**src/rtl/uart_rx_oversampled_pkg.sv**
```systemverilog
// Shared UART definitions: receiver FSM state encoding, parity-mode constants and the
// parameter legality check. Intended to be shared with the future transmitter.
package uart_rx_oversampled_pkg;

  typedef enum logic [2:0] {
    StIdle,
    StStart,
    StData,
    StParity,
    StStop
  } rx_state_e;

  // Value the XOR over data and parity bits must equal for a clean frame.
  localparam bit ParityEven = 1'b0;
  localparam bit ParityOdd  = 1'b1;

  function automatic bit rx_params_legal(int unsigned data_bits, int unsigned oversample,
                                         int unsigned stop_bits);
    return (data_bits >= 5) && (data_bits <= 9) &&
           (oversample >= 4) && (oversample <= 32) && ((oversample % 2) == 0) &&
           (stop_bits >= 1) && (stop_bits <= 2);
  endfunction

endpackage

```
**src/rtl/uart_rx_oversampled_if.sv**
```systemverilog
// Receive-side result bundle between the UART receiver and the register/FIFO layer.
//   valid         : one-cycle pulse per completed frame
//   data          : received word, held until the next valid
//   framing_error : a stop-bit sample was low (qualified by valid, held with data)
//   parity_error  : parity mismatch (qualified by valid, held with data)
//   busy          : receiver is inside a frame
// master = receiver (drives), slave = consumer.
interface uart_rx_oversampled_if #(
  parameter int unsigned DATA_BITS = 8
);
  logic                 valid;
  logic [DATA_BITS-1:0] data;
  logic                 framing_error;
  logic                 parity_error;
  logic                 busy;

  modport master (output valid, data, framing_error, parity_error, busy);
  modport slave  (input  valid, data, framing_error, parity_error, busy);
endinterface

```
**src/rtl/uart_rx_sync.sv**
```systemverilog
// Two-flop synchroniser for an asynchronous input pin, with a parametrised reset value so it
// can be reused for idle-high lines (RX, CTS) and idle-low lines alike.
//   i_CLK     : destination clock
//   i_RESET_N : asynchronous active-low reset
//   i_D       : asynchronous input
//   o_Q       : synchronised output, 2 clocks behind i_D
module uart_rx_sync #(
  parameter bit RESET_VAL = 1'b1
) (
  input  logic i_CLK,
  input  logic i_RESET_N,
  input  logic i_D,
  output logic o_Q
);

  logic [1:0] sync_q;

  always_ff @(posedge i_CLK or negedge i_RESET_N) begin
    if (!i_RESET_N) begin
      sync_q <= {2{RESET_VAL}};
    end else begin
      sync_q <= {sync_q[0], i_D};
    end
  end

  assign o_Q = sync_q[1];

endmodule

```
**src/rtl/uart_rx_oversampled.sv**
```systemverilog
// Oversampled UART receiver: synchronises RX, detects the start bit, rejects false starts by
// re-checking mid start bit, then samples data/parity/stop bits at their centres. Frame format
// (data width, parity, stop bits) and oversample ratio are parameters.
//   i_CLK         : system clock
//   i_RESET_N     : asynchronous active-low reset; aborts any frame in progress
//   i_SAMPLE_TICK : one-cycle strobe at OVERSAMPLE x baud; all FSM/counter motion gated by it
//   i_RX          : asynchronous serial line, idles high
//   rx_if         : received word, error flags, valid pulse and busy
module uart_rx_oversampled
  import uart_rx_oversampled_pkg::*;
#(
  parameter int unsigned DATA_BITS  = 8,
  parameter int unsigned OVERSAMPLE = 16,
  parameter bit          PARITY_EN  = 1'b0,
  parameter bit          PARITY_ODD = 1'b0,
  parameter int unsigned STOP_BITS  = 1
) (
  input  logic i_CLK,
  input  logic i_RESET_N,
  input  logic i_SAMPLE_TICK,
  input  logic i_RX,
  uart_rx_oversampled_if.master rx_if
);

  localparam int unsigned TickW = $clog2(OVERSAMPLE);
  localparam int unsigned BitW  = $clog2(DATA_BITS + 1);

  localparam logic [TickW-1:0] TickMid     = TickW'(OVERSAMPLE / 2 - 1);
  localparam logic [TickW-1:0] TickLast    = TickW'(OVERSAMPLE - 1);
  localparam logic [BitW-1:0]  BitLastData = BitW'(DATA_BITS - 1);
  localparam logic [BitW-1:0]  BitLastStop = BitW'(STOP_BITS - 1);
  localparam bit               ParityMode  = PARITY_ODD ? ParityOdd : ParityEven;

  if (!rx_params_legal(DATA_BITS, OVERSAMPLE, STOP_BITS)) begin : gen_param_check
    $fatal(1, "uart_rx_oversampled: illegal DATA_BITS/OVERSAMPLE/STOP_BITS");
  end

  logic rx_s;

  uart_rx_sync #(
    .RESET_VAL (1'b1)
  ) u_rx_sync (
    .i_CLK     (i_CLK),
    .i_RESET_N (i_RESET_N),
    .i_D       (i_RX),
    .o_Q       (rx_s)
  );

  rx_state_e            state_q, state_d;
  logic [TickW-1:0]     tick_q, tick_d;
  logic [BitW-1:0]      bit_q, bit_d;
  logic [DATA_BITS-1:0] shreg_q, shreg_d;
  logic                 fe_acc_q, fe_acc_d;
  logic                 pe_acc_q, pe_acc_d;
  logic                 valid_q, valid_d;
  logic [DATA_BITS-1:0] data_q, data_d;
  logic                 fe_q, fe_d;
  logic                 pe_q, pe_d;
  logic                 sample_pt;

  always_ff @(posedge i_CLK or negedge i_RESET_N) begin
    if (!i_RESET_N) begin
      state_q  <= StIdle;
      tick_q   <= '0;
      bit_q    <= '0;
      shreg_q  <= '0;
      fe_acc_q <= 1'b0;
      pe_acc_q <= 1'b0;
      valid_q  <= 1'b0;
      data_q   <= '0;
      fe_q     <= 1'b0;
      pe_q     <= 1'b0;
    end else begin
      state_q  <= state_d;
      tick_q   <= tick_d;
      bit_q    <= bit_d;
      shreg_q  <= shreg_d;
      fe_acc_q <= fe_acc_d;
      pe_acc_q <= pe_acc_d;
      valid_q  <= valid_d;
      data_q   <= data_d;
      fe_q     <= fe_d;
      pe_q     <= pe_d;
    end
  end

  always_comb begin
    state_d   = state_q;
    tick_d    = tick_q;
    bit_d     = bit_q;
    shreg_d   = shreg_q;
    fe_acc_d  = fe_acc_q;
    pe_acc_d  = pe_acc_q;
    valid_d   = 1'b0;
    data_d    = data_q;
    fe_d      = fe_q;
    pe_d      = pe_q;
    sample_pt = (tick_q == TickLast);

    if (i_SAMPLE_TICK) begin
      unique case (state_q)
        StIdle: begin
          if (!rx_s) begin
            state_d  = StStart;
            tick_d   = '0;
            fe_acc_d = 1'b0;
            pe_acc_d = 1'b0;
          end
        end
        StStart: begin
          if (tick_q == TickMid) begin
            tick_d = '0;
            if (rx_s) begin
              state_d = StIdle;  // line went back high: glitch, not a start bit
            end else begin
              bit_d   = '0;
              state_d = StData;
            end
          end else begin
            tick_d = tick_q + TickW'(1);
          end
        end
        StData: begin
          if (sample_pt) begin
            tick_d  = '0;
            shreg_d = {rx_s, shreg_q[DATA_BITS-1:1]};  // LSB first: first bit lands in bit 0
            if (bit_q == BitLastData) begin
              bit_d   = '0;
              state_d = PARITY_EN ? StParity : StStop;
            end else begin
              bit_d = bit_q + BitW'(1);
            end
          end else begin
            tick_d = tick_q + TickW'(1);
          end
        end
        StParity: begin
          if (sample_pt) begin
            tick_d   = '0;
            pe_acc_d = ((^shreg_q) ^ rx_s) != ParityMode;
            state_d  = StStop;
          end else begin
            tick_d = tick_q + TickW'(1);
          end
        end
        StStop: begin
          if (sample_pt) begin
            tick_d   = '0;
            fe_acc_d = fe_acc_q | ~rx_s;
            if (bit_q == BitLastStop) begin
              // Leave at mid stop bit so a back-to-back start edge is never missed.
              bit_d   = '0;
              state_d = StIdle;
              valid_d = 1'b1;
              data_d  = shreg_q;
              fe_d    = fe_acc_q | ~rx_s;
              pe_d    = pe_acc_q;
            end else begin
              bit_d = bit_q + BitW'(1);
            end
          end else begin
            tick_d = tick_q + TickW'(1);
          end
        end
        default: state_d = StIdle;
      endcase
    end
  end

  assign rx_if.valid         = valid_q;
  assign rx_if.data          = data_q;
  assign rx_if.framing_error = fe_q;
  assign rx_if.parity_error  = pe_q;
  assign rx_if.busy          = (state_q != StIdle);

endmodule

```
**src/flat_wrapper.sv**
```systemverilog
// flat-port wrapper written by rule: the top's interface ports become plain ports
module uart_rx_oversampled_flat import uart_rx_oversampled_pkg::*;
#(
  parameter int unsigned DATA_BITS  = 8,
  parameter int unsigned OVERSAMPLE = 16,
  parameter bit          PARITY_EN  = 1'b0,
  parameter bit          PARITY_ODD = 1'b0,
  parameter int unsigned STOP_BITS  = 1
)
  (i_CLK, i_RESET_N, i_SAMPLE_TICK, i_RX, rx_if_valid, rx_if_data, rx_if_framing_error, rx_if_parity_error, rx_if_busy);
  uart_rx_oversampled_if #(.DATA_BITS(DATA_BITS)) rx_if_i ();
  input  logic i_CLK;
  input  logic i_RESET_N;
  input  logic i_SAMPLE_TICK;
  input  logic i_RX;
  output wire logic [$bits(rx_if_i.valid)-1:0] rx_if_valid;
  output wire logic [$bits(rx_if_i.data)-1:0] rx_if_data;
  output wire logic [$bits(rx_if_i.framing_error)-1:0] rx_if_framing_error;
  output wire logic [$bits(rx_if_i.parity_error)-1:0] rx_if_parity_error;
  output wire logic [$bits(rx_if_i.busy)-1:0] rx_if_busy;
  assign rx_if_valid = rx_if_i.valid;
  assign rx_if_data = rx_if_i.data;
  assign rx_if_framing_error = rx_if_i.framing_error;
  assign rx_if_parity_error = rx_if_i.parity_error;
  assign rx_if_busy = rx_if_i.busy;
  uart_rx_oversampled #(.DATA_BITS(DATA_BITS), .OVERSAMPLE(OVERSAMPLE), .PARITY_EN(PARITY_EN), .PARITY_ODD(PARITY_ODD), .STOP_BITS(STOP_BITS)) u_core (.i_CLK(i_CLK), .i_RESET_N(i_RESET_N), .i_SAMPLE_TICK(i_SAMPLE_TICK), .i_RX(i_RX), .rx_if(rx_if_i));
endmodule
```
**config.mk**
```make
export PLATFORM = sky130hd
export DESIGN_NAME = uart_rx_oversampled_flat
export DESIGN_NICKNAME = d
export VERILOG_FILES = /design/src/rtl/uart_rx_oversampled_pkg.sv /design/src/rtl/uart_rx_oversampled_if.sv /design/src/rtl/uart_rx_sync.sv /design/src/rtl/uart_rx_oversampled.sv /design/src/flat_wrapper.sv
export SDC_FILE = /design/constraint.sdc
export NUM_CORES = 1
export LEC_CHECK = 0
export CORE_ASPECT_RATIO = 1.1
export CORE_MARGIN = 4
export CORE_UTILIZATION = 24
export CTS_CLUSTER_SIZE = 14
export DETAILED_ROUTE_END_ITERATION = 8
export GPL_TIMING_DRIVEN = 0
export MAX_ROUTING_LAYER = met4
export PLACE_DENSITY_LB_ADDON = 0.08
export SYNTH_ARGS = -nofsm -noshare
export SYNTH_HDL_FRONTEND = slang
export SYNTH_SLANG_ARGS = --single-unit
```
**constraint.sdc**
```tcl
create_clock -name i_CLK -period 2.8 [get_ports i_CLK]
set_input_delay 0.42 -clock i_CLK [delete_from_list [all_inputs] [get_ports i_CLK]]
set_output_delay 0.42 -clock i_CLK [all_outputs]
set_load 0.02 [all_outputs]
```
==> results of run 1 <==
cells in the final DEF, fill, tap and decap left out, types with 3 or more instances in the layout:
cell type / netlist / final
clkdlybuf4s50_1: 0 / 14
nand2_1: 8 / 8
clkbuf_8: 0 / 6
o21ai_0: 8 / 8
nor2b_1: 3 / 3
nor2_1: 3 / 3
clkbuf_1: 2 / 3
ha_1: 3 / 3
inv_1: 6 / 6
xnor2_1: 5 / 5
dfrtp_1: 32 / 32
buf_2: 2 / 3
nand3_1: 9 / 9
or2_2: 3 / 3
nor3b_1: 3 / 3
mux2_2: 17 / 17
cells in the mapped netlist (3+ instances only):
| cell | number | area, µm² |
|---|---|---|
| ha_1 | 3 | 37.5 |
| nand2_1 | 8 | 30.0 |
| inv_1 | 6 | 22.5 |
| xnor2_1 | 5 | 43.8 |
| nor3b_1 | 3 | 22.5 |
| nor2_1 | 3 | 11.3 |
| mux2_2 | 17 | 191 |
| o21ai_0 | 8 | 40.0 |
| nand3_1 | 9 | 45.0 |
| nor2b_1 | 3 | 18.8 |
| dfrtp_1 | 32 | 801 |
| or2_2 | 3 | 18.8 |
registers in the layout, summed over array words and instances, names as in the netlist:
signal and cells:
u_core.bit_q 4, u_core.fe_acc_q 1, u_core.pe_acc_q 1, u_core.rx_if.data 8
u_core.rx_if.framing_error 1, u_core.rx_if.parity_error 1, u_core.rx_if.valid 1, u_core.shreg_q 8
u_core.state_q 3, u_core.tick_q 4, u_core.u_rx_sync.sync_q 2
report_power, final:
| group | internal (W) | switching (W) | leakage (nW) | total, W |
|---|---|---|---|---|
| clock | 0.000198 | 0.000178 | 0.0482 | 0.000377 |
| combinational | 0.000260 | 0.000379 | 0.430 | 0.000639 |
| sequential | 0.000550 | 0.0000665 | 0.462 | 0.000617 |
| total | 0.00101 | 0.000624 | 0.940 | 0.00163 |
worst register-to-register path, stage by stage, from the launching register on:
cell and delay, ns:
dfrtp_1 0.41, inv_1 0.09, ha_1 0.15, or3b_4 0.39
a32o_2 0.32, a2111oi_4 0.40, mux2_1 0.37
layer usage:
metal  global-route usage  vias up  share of wire
met5                    -        -              0
li1                     -      590              -
met4               0.0401        0          0.025
met1                0.129      615           0.48
met2                0.153       16           0.47
met3               0.0263        7          0.026
cell type report:
cell class,instances,share of cell area
Buffer,6,0.0120
Timing Repair Buffer,15,0.0696
Inverter,6,0.0108
Multi-Input combinational cell,104,0.404
Sequential cell,34,0.409
Clock inverter,1,0.00240
Clock buffer,7,0.0414
Tap cell,85,0.0510
worst paths after layout:
check / startpoint / endpoint / slack (ns) / depth (start not counted)
max: u_core.bit_q[0]$_DFFE_PN0P_ / u_core.state_q[2]$_DFFE_PN0P_ / 0.56 / 6
min in group i_CLK: u_core.u_rx_sync.sync_q[0]$_DFF_PN1_ / u_core.u_rx_sync.sync_q[1]$_DFF_PN1_ / 0.36 / 0
max reg2reg: u_core.bit_q[0]$_DFFE_PN0P_ / u_core.state_q[2]$_DFFE_PN0P_ / 0.56 / 6
min: i_RESET_N / u_core.tick_q[0]$_DFFE_PN0P_ / 0.21 / 1
max in group asynchronous: i_RESET_N / u_core.rx_if.framing_error$_DFFE_PN0P_ / 2.08 / 1
min reg2reg: u_core.u_rx_sync.sync_q[0]$_DFF_PN1_ / u_core.u_rx_sync.sync_q[1]$_DFF_PN1_ / 0.36 / 0
cell families (layout without fill, tap and decap cells):
group	count (synthesis)	count (layout)	synth area share
and+or+nand+nor	43	43	0.142
DFF	34	34	0.490
AOI/OAI and AO/OA	30	30	0.143
muxes	19	19	0.123
buffers and inverters	12	35	0.0273
xor gates and xnor gates	8	8	0.0481
adders and majority gates	4	4	0.0273
through the flow:
step	worst slack [ns]	area (µm²)	util	instances	hold slack, ns
after global routing	0.472	2090	0.296	258	0.283
after global placement	0.432	2000	0.284	250	0.347
after floorplan	0.718	1740	-	150	0.124
after CTS	0.558	2090	0.296	258	0.242
final	0.557	2090	0.296	258	0.212
after detailed placement	0.454	1990	0.283	250	0.353
==> metrics.md, run 1 <==
| Metric | Value |
|---|---|
| Setup bufs post-CTS | `0` |
| DP HPWL | `2.72 mm` |
| Maxcap violations | `0` |
| RSZ-0062 raised after global routing | `false` |
| DRT antenna net count | `0` |
| Crit-path max FO | `4` |
| Ys async rst share | `1.00` |
| Post-synthesis sequential area ratio | `0.490` |
| CTS H-tree lvls | `2` |
| CP endpoint kind | `register` |
| Tmin final | `2.24 ns` |
| DRT iter0 DRCs | `90` |
| Critical path buffer and inverter count | `1` |
| Ys flop type | `dfrtp_1` |
| Die height | `97.4 µm` |
| DIE WIDTH | `89.3 µm` |
| Status | `finished clean` |
| Total track usage | `0.102` |
| Final Hold Viols | `0` |
| DR vias | `1,228` |
| Largest stage delay, worst path | `0.41 ns` |
| Antenna violations before repair | `0` |
| Layout cells sized above 1 | `0.220` |
| Final count of negative-setup-slack endpoints | `0` |
| Hold/Removal Path Class | `in -> async` |
| Worst slew margin | `0.475` |
| Cells along the critical path | `inv_1 > ha_1 > or3b_4 > a32o_2 > a2111oi_4 > mux2_1` |
| CP max stage cell | `dfrtp_1` |
| Area delta synth->final | `19.7%` |
| Worst-Skew Late Latency | `0.28 ns` |
| Multi-input logic area | `842 µm²` |
| DRT Pass-1 Iters | `4` |
| Final setup TNS | `0 ns` |
| Global-route wire length before repair | `6.72 mm` |
| Initial Util | `0.247` |
| Max Root-Sink Buffers | `2` |
| Drt wl/cell | `14.9 µm` |
| Clock buffer count from CTS | `5` |
| Yosys warning total | `0` |
| Path type of the worst setup path | `reg -> reg` |
| Clock Skew | `0.00549 ns` |
| Mapped Area | `1740 µm²` |
| ANT cells | `0` |
| PD cells | `783 nW/µm²` |
| Startpoint types | `register` |
| CTS resizes | `0` |
| Flops & latches, synth | `34` |
| Syn Nets | `157` |
| Cell variety after synth | `52` |
| Via density per instance | `4.76` |
| Cells after Synth | `150` |
| Core area | `7050 µm²` |
| Overall power | `0.00163 W` |
| Routed wire length | `3.83 mm` |
| Syn avg cell area | `11.6 µm²` |
| Arrival time at the worst endpoint | `2.40 ns` |
| EDFF count, synth | `0` |
| Slew at the pin closest to its max-slew limit | `0.788 ns` |
| Clock Tree Root | `clkbuf_8` |
| VDD IR max | `0.000251 V` |
| Fill cell count | `732` |
| Vias in the first global route | `1,394` |
| Hold Buf Count CTS | `0` |
| Max-slew violation count | `0` |
| Register area | `853 µm²` |
| Worst EP required | `2.96 ns` |
| Clock transition at the registers of the reported paths | `0.07 ns` |
| CP top delay family | `compound AO/OA/AOI/OAI gates` |
| Largest net degree at the start of global routing | `35` |
| Final period util | `0.801` |
| Peak Freq | `0.446 GHz` |
| CTS tree | `built` |
| Leakage Power | `0.940 nW` |
| I/O pins | `16` |
| # DRC | `0` |
| Total gr overflow | `0` |
| NumNets Final | `179` |
| Port buffer count | `15` |
| Final GP Congestion | `0.751` |
| # clock sinks | `34` |
| Cell Rows | `32` |
| Die area | `8690 µm²` |
No activity file was read; power rests on OpenSTA's default activity.
==> run 2: changes to the inputs <==
clock period = 2.1 ns   (was 2.8 ns; I/O delays follow)
==> metrics.md, run 2 (synthesized netlist as in run 1, its figures left out) <==
| Metric | Value |
|---|---|
| Max Root-Sink Buffers | `2` |
| Setup crit start | `u_core.bit_q[1]$_DFFE_PN0P_` |
| Die height | `97.4 µm` |
| Final Hold Viols | `0` |
| Final period util | `0.993` |
| Overall power | `0.00227 W` |
| Final setup TNS | `0 ns` |
| Total track usage | `0.103` |
| Initial Util | `0.247` |
| Path type of the worst setup path | `reg -> reg` |
| DP HPWL | `2.72 mm` |
| Hold/Removal Path Class | `in -> async` |
| Vias in the first global route | `1,413` |
| Startpoint types | `register` |
| Slew at the pin closest to its max-slew limit | `0.787 ns` |
| Peak Freq | `0.479 GHz` |
| I/O pins | `16` |
| Clock Tree Root | `clkbuf_8` |
| Hold Slack | `0.108 ns` |
| Drt wl/cell | `15.1 µm` |
| Status | `finished clean` |
| Clock buffer count from CTS | `5` |
| Total gr overflow | `0` |
| Post-route cell area | `2140 µm²` |
| Final count of negative-setup-slack endpoints | `0` |
| ANT cells | `0` |
| VDD IR max | `0.000360 V` |
| RSZ-0062 raised after global routing | `true` |
| Port buffer count | `15` |
| CTS H-tree lvls | `2` |
| PD cells | `1060 nW/µm²` |
| # clock sinks | `34` |
| DRT antenna net count | `0` |
| CP max stage cell | `dfrtp_1` |
| Arrival time at the worst endpoint | `2.25 ns` |
| Area delta synth->final | `22.8%` |
| DR vias | `1,243` |
| CTS tree | `built` |
| Worst-Skew Late Latency | `0.28 ns` |
| NumNets Final | `182` |
| Most frequent cells in the layout | `dfrtp_1 (32), mux2_2 (17), clkdlybuf4s50_1 (13)` |
| Final GP Congestion | `0.751` |
| Antenna violations before repair | `0` |
| Core area | `7050 µm²` |
| Layout cells sized above 1 | `0.278` |
| Die area | `8690 µm²` |
| Leakage Power | `0.978 nW` |
| Global-route wire length before repair | `6.78 mm` |
| Via density per instance | `4.76` |
| Max-slew violation count | `0` |
| Largest stage delay, worst path | `0.41 ns` |
| Clock Skew | `0.00414 ns` |
| Largest net degree at the start of global routing | `35` |
| Commonest non-fill, non-tap cell in the layout | `dfrtp_1` |
| CP endpoint kind | `register` |
| Cell Rows | `32` |
| Worst EP required | `2.27 ns` |
| Area after DPL | `1990 µm²` |
| Worst slew margin | `0.475` |
| DRT iter0 DRCs | `115` |
| Maxcap violations | `0` |
| Clock transition at the registers of the reported paths | `0.07 ns` |
| DRT Pass-1 Iters | `4` |
| DIE WIDTH | `89.3 µm` |
| Worst r2r src | `u_core.bit_q[1]$_DFFE_PN0P_` |
| Tmin final | `2.09 ns` |
| # DRC | `0` |
| Cells along the critical path | `inv_2 > ha_4 > or3b_4 > a32o_2 > a2111oi_4 > mux2_1` |
| Routed wire length | `3.93 mm` |
| Crit-path max FO | `3` |
[run 2: changes by cell type in the layout (fill, tap and decap cells not counted), moves of 2 or more]
cell / before / now
inv_2: 0 / 2
buf_4: 0 / 5
inv_1: 6 / 4
clkbuf_1: 3 / 1
[run 2: where the power goes]
group	switching [W]	leakage, nW	total, W	internal, W
Combinational	0.000539	0.468	0.000953	0.000414
Sequential	0.0000837	0.462	0.000818	0.000734
Clock	0.000237	0.0482	0.000501	0.000265
[run 2: critical path: cells and delay by family (launching register included)]
family          cells  cell delay [ns]
compound gates      2             0.61
mux                 1             0.36
flops               1             0.41
fa+ha+maj           1             0.12
simple gates        1             0.38
buf+inv             1             0.08
[run 2: path summary, 6_finish.rpt]
kind                                                               end  slack [ns]  depth (start not counted)
min in group i_CLK                u_core.u_rx_sync.sync_q[1]$_DFF_PN1_        0.36                          0
worst min register to register    u_core.u_rx_sync.sync_q[1]$_DFF_PN1_        0.36                          0
max in group asynchronous       u_core.rx_if.framing_error$_DFFE_PN0P_        1.49                          1
worst max-delay path                     u_core.state_q[1]$_DFFE_PN0P_        0.01                          6
worst max register to register           u_core.state_q[1]$_DFFE_PN0P_        0.01                          6
worst min-delay path                      u_core.tick_q[0]$_DFFE_PN0P_        0.11                          1
[run 2: final cells by class]
cell class | count | area, µm²
Clock inverter | 1 | 5.00
Inverter | 6 | 22.5
Multi-Input combinational cell | 104 | 865
Buffer | 5 | 25.0
Timing Repair Buffer | 19 | 178
Clock buffer | 7 | 86.3
Tap cell | 85 | 106
Fill cell | 731 | 4910
Sequential cell | 34 | 853
[run 2: what timing repair did]
item	in CTS	in global routing
buffers inserted	2	2
hold buffers	0	0
pin swaps	1	0
cloned	0	0
endpoints found under the setup margin	2	16
gates resized for setup	1	11
[run 2: through the flow]
step / utilization / setup slack [ns] / cells
2_1_floorplan: - / 0.0184 / 150
3_3_place_gp: 0.284 / -0.163 / 250
3_5_place_dp: 0.283 / -0.141 / 250
4_1_cts: 0.298 / 0.00710 / 259
5_1_grt: 0.304 / -0.0681 / 261
6_report: 0.304 / 0.0144 / 261
[run 2: per-layer routing]
layer / vias to the layer above / part of all wire / track usage
li1: 597 / - / -
met1: 619 / 0.46 / 0.129
met2: 20 / 0.49 / 0.155
met3: 7 / 0.027 / 0.0263
met4: 0 / 0.024 / 0.0435
met5: - / 0 / -
==> run 3: changes to the inputs <==
CORE_MARGIN = 2   (was 4)
CTS_CLUSTER_DIAMETER = 200   (was unset)
SLEW_MARGIN = 20   (was unset)
==> metrics.md, run 3 (synthesized netlist as in run 1, its figures left out) <==
| Metric | Value |
|---|---|
| Largest stage delay, worst path | `0.43 ns` |
| Startpoint types | `register` |
| Hold/Removal Path Class | `reg -> reg` |
| ANT cells | `0` |
| Die area | `7960 µm²` |
| I/O pins | `16` |
| CP top delay family | `compound AO/OA/AOI/OAI gates` |
| Drt wl/cell | `14.5 µm` |
| Worst hold start | `u_core.u_rx_sync.sync_q[0]$_DFF_PN1_` |
| Hold endpoint | `u_core.u_rx_sync.sync_q[1]$_DFF_PN1_` |
| Hold Slack | `0.357 ns` |
| Worst slew margin | `0.545` |
| Slew at the pin closest to its max-slew limit | `0.673 ns` |
| DP HPWL | `2.71 mm` |
| Most frequent cells in the layout | `dfrtp_1 (32), mux2_2 (17), clkdlybuf4s50_1 (14)` |
| Failing checks | `negative setup slack` |
| Max Root-Sink Buffers | `2` |
| Layout cells sized above 1 | `0.285` |
| CP endpoint kind | `register` |
| # DRC | `0` |
| CP max stage cell | `a2111oi_4` |
| Clock Tree Root | `clkbuf_8` |
| Vias in the first global route | `1,330` |
| # clock sinks | `34` |
| Port buffer count | `15` |
| Tmin final | `2.15 ns` |
| Global-route wire length before repair | `6.49 mm` |
| Worst EP required | `2.28 ns` |
| Path type of the worst setup path | `reg -> reg` |
| Final count of negative-setup-slack endpoints | `2` |
| Clock buffer count from CTS | `5` |
| DIE WIDTH | `85.3 µm` |
| Critical path buffer and inverter count | `1` |
| Worst r2r dst | `u_core.state_q[1]$_DFFE_PN0P_` |
| Crit-path max FO | `3` |
| Cell Rows | `32` |
| Antenna violations before repair | `0` |
| DR vias | `1,278` |
| Leakage Power | `1.01 nW` |
| Cells along the critical path | `inv_2 > ha_4 > or3b_4 > a32o_2 > a2111oi_4 > mux2_4` |
| PD cells | `1140 nW/µm²` |
| R2r setup slk | `-0.05 ns` |
| Total track usage | `0.109` |
| Final period util | `1.02` |
| Maxcap violations | `0` |
| CTS H-tree lvls | `2` |
| Clock Skew | `0.0108 ns` |
| Die height | `93.4 µm` |
| Commonest non-fill, non-tap cell in the layout | `dfrtp_1` |
| Final Hold Viols | `0` |
| Via density per instance | `4.84` |
| Status | `finished with violations` |
| DRT iter0 DRCs | `77` |
| Worst Slack Setup Final | `-0.0452 ns` |
| Final GP Congestion | `0.781` |
| Total gr overflow | `0` |
| Reg2Reg Depth | `6` |
| VDD IR max | `0.000353 V` |
| Worst-Skew Late Latency | `0.30 ns` |
| Peak Freq | `0.466 GHz` |
| NumNets Final | `185` |
| Initial Util | `0.249` |
| Max-slew violation count | `0` |
| CTS tree | `built` |
| Worst r2r src | `u_core.bit_q[0]$_DFFE_PN0P_` |
| Non-Filler Instances | `264` |
| Largest net degree at the start of global routing | `26` |
| Clock transition at the registers of the reported paths | `0.07 ns` |
| DRT antenna net count | `0` |
| Arrival time at the worst endpoint | `2.32 ns` |
| Routed wire length | `3.83 mm` |
| Area delta synth->final | `27.2%` |
| Core area | `7010 µm²` |
| Worst Hold Depth | `0` |
| DRT Pass-1 Iters | `4` |
| RSZ-0062 raised after global routing | `true` |
| Setup crit start | `u_core.bit_q[0]$_DFFE_PN0P_` |
| Dpl cells | `251` |
==> run 3: through the flow <==
| stage | TNS, ns | setup WS [ns] | total power (W) | cell area (µm²) | util |
|---|---|---|---|---|---|
| floorplan | 0 | 0.0184 | 0.00145 | 1740 | - |
| global placement | -3.91 | -0.141 | 0.00168 | 2000 | 0.285 |
| detailed placement | -1.41 | -0.140 | 0.00169 | 2010 | 0.288 |
| CTS | -0.0223 | -0.0118 | 0.00244 | 2160 | 0.308 |
| global route | -0.257 | -0.0946 | 0.00270 | 2220 | 0.316 |
| finish | -0.0877 | -0.0452 | 0.00253 | 2220 | 0.316 |
==> run 3: worst reg2reg max path, stage by stage, from the launching register on <==
cell and delay, ns:
dfrtp_1 0.41, inv_2 0.09, ha_4 0.12, or3b_4 0.37
a32o_2 0.28, a2111oi_4 0.43, mux2_4 0.34
==> run 3: layout make-up <==
type	count	area, µm²
fillers	715	4790
multi-input cells	104	862
flip-flops and latches	34	853
repair buffers	22	213
well taps	85	106
clock buffers	5	68.8
clock inverters	3	68.8
plain buffers	5	22.5
inverters	6	22.5
==> run 3: metal layers <==
layer	track usage	vias up	routed length [µm]
met5	-	-	0
met3	0.0335	4	137
met1	0.130	638	1790
li1	-	611	-
met4	0.0476	0	44
met2	0.169	25	1860
==> run 3: where the power goes <==
| part | internal, W | switching (W) |
|---|---|---|
| Sequential | 0.000733 | 0.0000838 |
| Combinational | 0.000439 | 0.000534 |
| Clock | 0.000476 | 0.000263 |
==> run 3: worst max path at each step <==
stage,endpoint,slack [ns],cells after the start
global placement,u_core.rx_if.data[7]$_DFFE_PN0P_,-0.14,6
floorplan,u_core.state_q[1]$_DFFE_PN0P_,0.02,6
global route,u_core.state_q[1]$_DFFE_PN0P_,-0.09,6
CTS,u_core.state_q[1]$_DFFE_PN0P_,-0.01,6
detailed placement,u_core.rx_if.data[1]$_DFFE_PN0P_,-0.14,6
finish,u_core.state_q[1]$_DFFE_PN0P_,-0.05,6
==> run 3: timing repair <==
item / 4_1_cts / 5_1_grt
gates resized for setup: 0 / 8
setup endpoints to repair: 2 / 14
hold endpoints to repair: 9 / 0
hold buffers: 1 / 0
setup buffers: 0 / 5
pin swaps: 1 / 3
